### config.mk
export PLATFORM = sky130hd
export DESIGN_NAME = masked_share_gen
export DESIGN_NICKNAME = d
export VERILOG_FILES = /design/src/rtl/masked_share_gen.sv
export SDC_FILE = /design/constraint.sdc
export NUM_CORES = 1
export LEC_CHECK = 0
export ABC_AREA = 0
export BUFFER_PORTS_ARGS = -buffer_cell sky130_fd_sc_hd__buf_2
export CORE_MARGIN = 1.5
export CORE_UTILIZATION = 30
export DETAILED_ROUTE_END_ITERATION = 6
export HOLD_SLACK_MARGIN = 0.08
export PLACE_DENSITY_LB_ADDON = 0.1
export SKIP_LAST_GASP = 1
export SYNTH_ARGS = -nofsm -noshare
export SYNTH_HDL_FRONTEND = slang
export SYNTH_SLANG_ARGS = --single-unit
export TNS_END_PERCENT = 5
### constraint.sdc
create_clock -name clk -period 2.15 [get_ports clk]
set_input_delay 0.43 -clock clk [delete_from_list [all_inputs] [get_ports clk]]
set_output_delay 0.43 -clock clk [all_outputs]
set_load 0.02 [all_outputs]
### src/rtl/masked_share_gen.sv
// masked_share_gen: split plain operands into two Boolean shares behind a 2-entry skid buffer
//
// Masks come from a free-running Galois LFSR. Each accepted operand pair is
// stored as {a^m_a, m_a, b^m_b, m_b, c_in}, so that a0^a1 == a and b0^b1 == b.
//
// Ports:
//   clk, rst_n         clock, asynchronous active-low reset
//   in_valid/in_ready  upstream handshake (in_ready is low only while the skid slot is full)
//   a, b, c_in         plain operands and carry-in
//   reseed_valid, seed load a new LFSR state (a zero seed falls back to SEED)
//   out_valid/out_ready downstream handshake
//   a0, a1, b0, b1     shares of a and b
//   c_out              carry-in forwarded unmasked
module masked_share_gen #(
   parameter int                N      = 4,
   parameter int                LFSR_W = 16,
   parameter logic [LFSR_W-1:0] SEED   = 16'hACE1,
   parameter logic [LFSR_W-1:0] TAPS   = 16'hB400
) (
   input  logic              clk,
   input  logic              rst_n,
   input  logic              in_valid,
   output logic              in_ready,
   input  logic [N-1:0]      a,
   input  logic [N-1:0]      b,
   input  logic              c_in,
   input  logic              reseed_valid,
   input  logic [LFSR_W-1:0] seed,
   output logic              out_valid,
   input  logic              out_ready,
   output logic [N-1:0]      a0,
   output logic [N-1:0]      a1,
   output logic [N-1:0]      b0,
   output logic [N-1:0]      b1,
   output logic              c_out
);
   localparam int W = 4*N + 1;

   if (2*N > LFSR_W) begin : g_bad_width
      $error("masked_share_gen: 2*N must not exceed LFSR_W");
   end
   if (SEED == '0) begin : g_bad_seed
      $error("masked_share_gen: SEED must be nonzero");
   end

   logic [LFSR_W-1:0] lfsr_q, lfsr_d;
   logic [W-1:0]      or_q, or_d, sk_q, sk_d, entry;
   logic              or_v_q, or_v_d, sk_v_q, sk_v_d;
   logic              accept, load;
   logic [N-1:0]      m_a, m_b;

   assign m_a = lfsr_q[N-1:0];
   assign m_b = lfsr_q[2*N-1:N];

   always_comb begin
      lfsr_d = lfsr_q[0] ? ((lfsr_q >> 1) ^ TAPS) : (lfsr_q >> 1);
      if (reseed_valid) lfsr_d = (seed == '0) ? SEED : seed;
      accept = in_valid & ~sk_v_q;
      // OR can take new data when it is empty or is being drained this edge
      load   = ~or_v_q | out_ready;
      entry  = {a ^ m_a, m_a, b ^ m_b, m_b, c_in};
      or_v_d = or_v_q;
      or_d   = or_q;
      sk_v_d = sk_v_q;
      sk_d   = sk_q;
      if (load) begin
         // the skid entry is older than any new accept, so it goes first
         or_v_d = sk_v_q | accept;
         or_d   = sk_v_q ? sk_q : (accept ? entry : or_q);
         sk_v_d = sk_v_q & accept;
         sk_d   = (sk_v_q & accept) ? entry : sk_q;
      end else if (accept) begin
         sk_v_d = 1'b1;
         sk_d   = entry;
      end
   end

   always_ff @(posedge clk or negedge rst_n) begin
      if (!rst_n) begin
         lfsr_q <= SEED;
         or_q   <= '0;
         or_v_q <= 1'b0;
         sk_q   <= '0;
         sk_v_q <= 1'b0;
      end else begin
         lfsr_q <= lfsr_d;
         or_q   <= or_d;
         or_v_q <= or_v_d;
         sk_q   <= sk_d;
         sk_v_q <= sk_v_d;
      end
   end

   assign {a0, a1, b0, b1, c_out} = or_q;
   assign out_valid = or_v_q;
   assign in_ready  = ~sk_v_q;
endmodule

==> impl_metrics.yaml, run 1 <==
setup_path:
  r2r_cells: 3
  crit_fanout: 25
  rrSetupSlack_ps: 540
  crit_type: "reg -> reg"
  start_kind: "flop"
  cp.arrival_ps: 1810
  required_ps: 2340
  r2r-end: "sk_q[10]"
  r2r-start: "sk_v_q"
  endpoint_kind: "flop"
drt:
  final_antenna_net_count: 0
  via_per_inst: 4.66
  avgRoutedWirePerCell_um: 14.2
  drtIter0Drc: 41
  vias: 1541
  dr.pass1.iters: 4
  drc_errors: 0
  wirelength_um: 4690
sta:
  min_period_ps: 1610
  relSlewSlack_pct: 60.1
  timing.final.crit_share_pct: 75.1
  setup_viol: 0
  drv_slew: 0
  tightest_slew_ps: 595
  skew_ps: 7.18
  timing.final.hold_violations: 0
  timing.fmax_ghz: 0.619
  rsz0062_at_grt: "no"
  tns_ps: 0
yosys:
  synth_cells: 181
  synth_common_cells: "dfrtp_1, o21ai_0, mux2_2, nor2_1, nand2_1"
  ys.flop_type: "dfrtp_1"
  synth-seq-area-share_pct: 58.6
  synthTopCellsByArea: "dfrtp_1, mux2_2, dfstp_2, o21ai_0, mux2i_1"
  synth_nets: 211
  synth_largest_area_cell: "dfrtp_1"
  ys_types: 22
  async_reset_ff_share_pct: 100
  synth_top_area_share_pct: 49.2
  synth-edff-count: 0
  avgSynthCellArea_um2: 12.4
  ys_ff_latch: 52
  syn_area_um2: 2240
  synth_warnings: 0
  synth_most_common_cell: "dfrtp_1"
clock_network:
  path_clk_slew_ps: 100
  cts_max_path_buffers: 2
  root_buffer: "clkbuf_8"
  clkLatencyLatePin_ps: 300
  htreeDepth: 2
  cts_setup_buffers: 0
  cts_tree: "yes"
  cts_resized: 0
  cts_inserted_buffers: 5
  cts_sinks: 52
  cts_hold_buffers: 0
place:
  place_congestion: 0.655
  dp_hpwl_um: 3290
  io_buffer_count: 48
global_route:
  antenna_found_initial: 0
  met3_usage_pct: 3.14
  use_met1_pct: 19.3
  grt_pass1_wl_um: 7750
  grt_busiest_layer: "met1"
  grt_pass1_vias: 1459
  grt_usage_pct: 13.2
  grt_overflow: 0
  use_met2_pct: 18.8
  grt_max_degree: 53
pwr:
  p_leak_nw: 1.18
  power_density_nw_per_um2: 934
  power.switching_uw: 744
  netSwitchingFraction_pct: 29.1
  pwr-share-comb_pct: 23.1
  p_int_mw: 1.81
  pwr-share-seq_pct: 51.1
  power_mw: 2.56
  clkPwrFrac_pct: 25.8
  ir_worst_vdd_v: 0.000273
floorplanning:
  rows: 31
  die_h_um: 89.4
  start_util_pct: 30.9
  core_area_um2: 7250
  dieArea_um2: 7990
  ios: 49
  die_w_um: 89.4
layout:
  diodes: 0
  postLayoutCoreUtil_pct: 37.7
  drive_gt1_share_pct: 42.7
  syn2layout_area_growth_pct: 22.3
  fin_nets: 261
job:
  drv_cap: 0
run_status:
  status: "finished clean"
worst_hold_path:
  hp-class: "in -> async"
==> per-stage QoR <==
stage | setup slack (ps) | hold WS, ps | cells | instance area [um^2]
after floorplan | 434 | 134 | 181 | 2240
after global placement | 326 | 455 | 323 | 2630
after detailed placement | 302 | 449 | 323 | 2630
after CTS | 518 | 107 | 331 | 2740
after global routing | 421 | 111 | 331 | 2740
final | 535 | 90.8 | 331 | 2740
==> flip-flops by register name, indices dropped and copies added, names as in the netlist <==
name / flops
lfsr_q: 16
or_q: 17
out_valid: 1
sk_q: 17
sk_v_q: 1
==> power groups by stage <==
stage | Sequential, mW | Combinational [mW] | Clock (mW)
5_1_grt | 1.34 | 0.659 | 0.744
2_1_floorplan | 1.41 | 0.294 | 0
3_5_place_dp | 1.33 | 0.603 | 0
6_report | 1.31 | 0.590 | 0.659
3_3_place_gp | 1.33 | 0.599 | 0
4_1_cts | 1.31 | 0.604 | 0.693
==> kinds of logic (layout without fill, tap and decap cells) <==
kind of cell | Yosys count | in the layout | share of synthesized area, %
xor+xnor | 11 | 11 | 4.30
flops | 52 | 52 | 58.6
compound gates | 45 | 45 | 12.5
buf+inv | 12 | 63 | 2.18
mux | 33 | 33 | 16.1
simple gates | 28 | 28 | 6.37
==> worst max path at each step <==
| stage | to | slack (ps) | start |
|---|---|---|---|
| floorplan | lfsr_q[0] | 430 | seed[8] |
| global placement | lfsr_q[13] | 330 | seed[8] |
| detailed placement | lfsr_q[15] | 300 | seed[8] |
| CTS | sk_q[10] | 520 | sk_v_q |
| global route | or_q[5] | 420 | out_valid |
| finish | sk_q[10] | 540 | sk_v_q |
==> layout by cell type, fill, tap and decap left out, types with 2 or more instances in the layout <==
master and instances:
a21oi_1 8, buf_2 48, buf_4 5, clkbuf_8 5
dfrtp_1 44, dfstp_2 8, mux2_2 24, mux2i_1 9
nand2_1 10, nor2_1 11, o21ai_0 27, o22a_1 7
or4_4 3, xnor2_1 9, xor2_1 2
==> per-layer routing <==
metal / vias to the layer above / routed length (um)
met4: 0 / 70
met1: 761 / 2320
met2: 37 / 2100
met3: 6 / 198
li1: 737 / -
met5: - / 0
==> final cells by class <==
type	count	area, um^2
Fill cell	758	4520
Multi-Input combinational cell	117	893
Sequential cell	52	1310
Tap cell	99	124
Clock inverter	2	35.0
Timing Repair Buffer	54	298
Inverter	1	3.75
Clock buffer	6	72.6
==> worst max-delay path, stage by stage, from the launching register on <==
cell	delay (ps)
dfrtp_1	490
nor4bb_4	300
buf_4	330
mux2_2	370
Note: power is estimated with default switching activity, not from simulation.
==> run 2: changes to the inputs <==
--- a/config.mk
+++ b/config.mk
@@ -5,7 +5,7 @@
 export SDC_FILE = /design/constraint.sdc
 export NUM_CORES = 1
 export LEC_CHECK = 0
-export ABC_AREA = 0
+export ABC_AREA = 1
 export BUFFER_PORTS_ARGS = -buffer_cell sky130_fd_sc_hd__buf_2
 export CORE_MARGIN = 1.5
 export CORE_UTILIZATION = 30
==> constraint.sdc (replaced) <==
create_clock -name clk -period 1.3 [get_ports clk]
set_input_delay 0.26 -clock clk [delete_from_list [all_inputs] [get_ports clk]]
set_output_delay 0.26 -clock clk [all_outputs]
set_load 0.02 [all_outputs]
==> run 2 against run 1 <==
Compared with the run above:
- the flow now finishes with violations (negative setup slack)
- flip-flop and latch count is the same
- clock power grew 70%
- critical path depth is the same
- clock skew grew 7.0 ps
- non-clock buffer count grew 8
- sequential share of layout area shrank 2.3 points
- area after synthesis grew 2.7%
- power grew 63%
- die area grew 2.6%
- sequential power grew 60%
- clock-buffer cell count grew 1
==> impl_metrics.yaml, run 2 <==
global_route:
  grt_usage_pct: 14.6
  grt_pass1_vias: 1891
  grt_max_degree: 25
  grt_overflow: 0
  antenna_found_initial: 0
  grt_pass1_wl_um: 9460
yosys:
  synth_common_cells: "nand2_1, dfrtp_1, nor2_1, o21ai_0, a21oi_1"
  avgSynthCellArea_um2: 8.68
  synth-seq-area-share_pct: 57.0
  synth-edff-count: 0
  synth_warnings: 0
  synth_most_common_cell: "nand2_1"
  synth_top_area_share_pct: 47.9
  async_reset_ff_share_pct: 100
  syn_area_um2: 2300
  synth_cells: 265
  synth_largest_area_cell: "dfrtp_1"
  ys_ff_latch: 52
  synth_nets: 295
  ys.flop_type: "dfrtp_1"
  synthTopCellsByArea: "dfrtp_1, nand2_1, dfstp_2, nor2_1, o21ai_0"
  ys_types: 18
layout:
  layout_common_cells: "nand2_1, buf_2, dfrtp_1, nor2_1, o21ai_0"
  final_common_cell: "nand2_1"
  drive_gt1_share_pct: 25.3
  diodes: 0
  syn2layout_area_growth_pct: 24.9
  reg.largest.list: "or_q x17, sk_q x17, lfsr_q x16"
  fin_nets: 353
  fillers: 772
worst_hold_path:
  hp-class: "in -> reg"
setup_path:
  cp.arrival_ps: 1040
  endpoint_kind: "output port"
  required_ps: 1040
  start_kind: "flop"
  crit_type: "reg -> out"
  crit_fanout: 3
sta:
  drv_slew: 0
  tns_ps: -2.72
  timing.fmax_ghz: 0.768
  min_period_ps: 1300
  timing.final.crit_share_pct: 100
  tightest_slew_ps: 380
  relSlewSlack_pct: 74.7
  whs_ps: 156
  setup_viol: 1
  timing.final.hold_violations: 0
  skew_ps: 14.2
  rsz0062_at_grt: "yes"
  setup_ws_ps: -2.72
clock_network:
  root_buffer: "clkbuf_8"
  clkLatencyLatePin_ps: 310
  htreeDepth: 2
  cts_inserted_buffers: 5
  cts_sinks: 52
  path_clk_slew_ps: 100
  cts_tree: "yes"
  cts_max_path_buffers: 2
place:
  io_buffer_count: 48
  place_congestion: 0.711
  dp_hpwl_um: 4060
pwr:
  p_leak_nw: 1.42
  ir_worst_vdd_v: 0.000458
  power_density_nw_per_um2: 1450
drt:
  drtIter0Drc: 132
  via_per_inst: 4.36
  drc_errors: 0
  wirelength_um: 5600
  vias: 1844
  avgRoutedWirePerCell_um: 13.2
  final_antenna_net_count: 0
  dr.pass1.iters: 4
job:
  drv_cap: 0
floorplanning:
  core_area_um2: 7330
  die_h_um: 90.6
  dieArea_um2: 8200
  start_util_pct: 31.4
  ios: 49
  die_w_um: 90.6
  rows: 31
run_status:
  violations: "negative setup slack"
  status: "finished with violations"
==> run 2: timing repair <==
item,CTS,global route
hold buffers,1,0
hold endpoints to repair,5,0
endpoints found under the setup margin,1,32
setup buffers,2,0
gates resized for setup,3,3
==> run 2: worst paths after layout <==
kind,startpoint,endpoint,slack (ps),depth (start not counted)
worst max-delay path,sk_v_q,in_ready,-3,3
worst min-delay path,seed[14],lfsr_q[14],160,3
worst max register to register,sk_v_q,or_q[11],60,6
worst min register to register,lfsr_q[9],lfsr_q[8],470,2
max in group asynchronous,rst_n,lfsr_q[0],410,3
min in group asynchronous,rst_n,sk_q[4],390,2
==> run 2: cell families (layout without fill, tap and decap cells) <==
logic type	after synthesis	in the layout	synth area share, %
AND/OR/NAND/NOR	135	135	23.7
flip-flops	52	52	57.0
AO/OA/AOI/OAI	47	47	10.7
buffers and inverters	22	81	5.17
XOR/XNOR	9	9	3.43
==> run 2: final cells by class <==
| class | count | area (um^2) | area share (%) |
|---|---|---|---|
| Tap cell | 99 | 124 | 4.31 |
| Clock inverter | 1 | 30.0 | 1.05 |
| Sequential cell | 52 | 1310 | 45.6 |
| Clock buffer | 7 | 76.3 | 2.66 |
| Timing Repair Buffer | 62 | 408 | 14.2 |
| Inverter | 11 | 43.8 | 1.52 |
| Multi-Input combinational cell | 191 | 880 | 30.6 |
==> run 2: report_power, final <==
group | switching (mW) | internal [mW]
sequential | 0.171 | 1.93
combinational | 0.576 | 0.369
clock | 0.544 | 0.578
==> run 2: metrics by stage <==
step                power (mW)  instances  setup WS (ps)  utilization, %  cell area (um^2)
floorplan                 2.68        265           66.6               -              2300
global placement          3.07        412           76.6            37.1              2720
detailed placement        3.08        412           84.1            37.1              2720
CTS                       4.21        423          -27.8            39.0              2860
global route              4.42        423          -57.7            39.2              2870
finish                    4.17        423          -2.72            39.2              2870
==> run 2: per-layer routing <==
layer / share of wire (%) / GRT usage, %
met3: 3.3 / 2.95
met1: 49 / 19.8
met5: 0 / 0
met2: 47 / 23.7
met4: 1.2 / 3.97
==> run 2: critical path, cell delays in order, from the launching register on <==
cell and delay (ps):
dfrtp_1 400, inv_2 110, buf_8 100, buf_4 120
==> run 3: changes to the inputs <==
--- a/config.mk
+++ b/config.mk
@@ -11,7 +11,6 @@
 export CORE_UTILIZATION = 30
 export DETAILED_ROUTE_END_ITERATION = 6
 export HOLD_SLACK_MARGIN = 0.08
-export PLACE_DENSITY_LB_ADDON = 0.1
 export SKIP_LAST_GASP = 1
 export SYNTH_ARGS = -nofsm -noshare
 export SYNTH_HDL_FRONTEND = slang
==> run 3 against run 2 <==
Compared with the run above:
- the run now ends clean
- critical path depth shrank 1
- register-to-register slack gained 20 ps
- fmax up 5.4%
- largest power group unchanged
- highest routed layer unchanged
==> impl_metrics.yaml, run 3 (synthesis gave the netlist of run 2 again) <==
drt:
  vias: 1861
  final_antenna_net_count: 0
  via_per_inst: 4.45
  avgRoutedWirePerCell_um: 12.1
  wirelength_um: 5060
  dr.pass1.iters: 4
  drc_errors: 0
  drtIter0Drc: 133
setup_path:
  required_ps: 1040
  r2r_cells: 6
  r2r-start: "sk_v_q"
  rrSetupSlack_ps: 80
  r2r-end: "sk_q[12]"
  crit_type: "reg -> out"
  endpoint_kind: "output port"
  start_kind: "flop"
  crit_fanout: 3
  cp.arrival_ps: 980
sta:
  timing.final.hold_violations: 0
  relSlewSlack_pct: 78.4
  setup_ws_ps: 64.6
  timing.fmax_ghz: 0.809
  rsz0062_at_grt: "yes"
  tightest_slew_ps: 325
  min_period_ps: 1240
  skew_ps: 7.14
  setup_viol: 0
  tns_ps: 0
  drv_slew: 0
  timing.final.crit_share_pct: 95.0
floorplanning:
  die_w_um: 90.6
  die_h_um: 90.6
  ios: 49
  start_util_pct: 31.4
  rows: 31
  dieArea_um2: 8200
  core_area_um2: 7330
pwr:
  power_density_nw_per_um2: 1420
  pwr-share-seq_pct: 53.4
  p_int_mw: 2.70
  p_leak_nw: 1.36
  clkPwrFrac_pct: 24.1
  netSwitchingFraction_pct: 31.5
  power.switching_mw: 1.24
  ir_worst_vdd_v: 0.000476
  pwr-share-comb_pct: 22.6
clock_network:
  clkLatencyLatePin_ps: 310
  root_buffer: "clkbuf_8"
  cts_max_path_buffers: 2
  htreeDepth: 2
  cts_sinks: 52
  cts_inserted_buffers: 5
  path_clk_slew_ps: 90
  cts_tree: "yes"
global_route:
  grt_pass1_wl_um: 8470
  grt_max_degree: 41
  grt_overflow: 0
  grt_usage_pct: 13.1
  grt_pass1_vias: 1782
  antenna_found_initial: 0
layout:
  fin_nets: 348
  reg.largest.list: "or_q x17, sk_q x17, lfsr_q x16"
  drive_gt1_share_pct: 24.1
  postLayoutCoreUtil_pct: 37.7
  layout_common_cells: "nand2_1, buf_2, dfrtp_1, nor2_1, o21ai_0"
  syn2layout_area_growth_pct: 20.2
  diodes: 0
  final_common_cell: "nand2_1"
run_status:
  status: "finished clean"
place:
  place_congestion: 0.776
  pre_cts_ws_ps: 100
  dp_hpwl_um: 3570
  io_buffer_count: 48
worst_hold_path:
  min_to: "lfsr_q[9]"
  hp-class: "in -> reg"
  min_from: "seed[9]"
  min_path_cells: 3
job:
  drv_cap: 0
run 3: repair_timing:
item                       CTS  global route
setup endpoints to repair    1             6
hold buffers                 1             0
hold endpoints to repair     4             0
setup buffers                2             0
resized for setup            3             0
cloned                       0             0
run 3: critical path, stage by stage (launching register included):
cell     delay, ps
dfrtp_2        460
inv_4           80
buf_4          130
run 3: per-stage QoR:
step	std cells	power (mW)	hold WS [ps]	cell area [um^2]
detailed placement	407	3.03	174	2640
CTS	418	3.99	158	2770
global placement	407	3.01	166	2640
finish	418	3.94	171	2770
floorplan	265	2.68	-35.6	2300
global route	418	4.19	174	2770
run 3: layer usage:
layer / global-route usage (%) / vias up / part of all wire [%]
li1: - / 942 / -
met1: 18.6 / 849 / 49
met2: 19.4 / 60 / 44
met3: 2.61 / 10 / 4.9
met4: 5.42 / 0 / 2.0
met5: 0 / - / 0
run 3: power groups by stage:
stage,Combinational (mW),Sequential (mW),Clock [mW]
after global placement,0.878,2.13,0
after global routing,1.01,2.14,1.04
final,0.888,2.10,0.948
after detailed placement,0.889,2.14,0
after floorplan,0.442,2.24,0
after CTS,0.903,2.11,0.984
run 3: worst max-delay path by stage:
| stage | startpoint | slack (ps) | cells after the start | to |
|---|---|---|---|---|
| 6_report | sk_v_q | 60 | 2 | in_ready |
| 5_1_grt | out_valid | -60 | 5 | or_q[7] |
| 4_1_cts | sk_v_q | 60 | 2 | in_ready |
| 3_5_place_dp | sk_v_q | 100 | 5 | sk_q[12] |
| 3_3_place_gp | out_valid | 130 | 5 | or_q[16] |
| 2_1_floorplan | out_valid | 70 | 6 | sk_q[9] |
run 3: layout make-up:
type                    instances  area (um^2)
repair buffers                 57          325
fillers                       763         4570
well taps                      99          124
inverters                      11         43.8
multi-input cells             191          870
flip-flops and latches         52         1310
clock buffers                   8         90.1
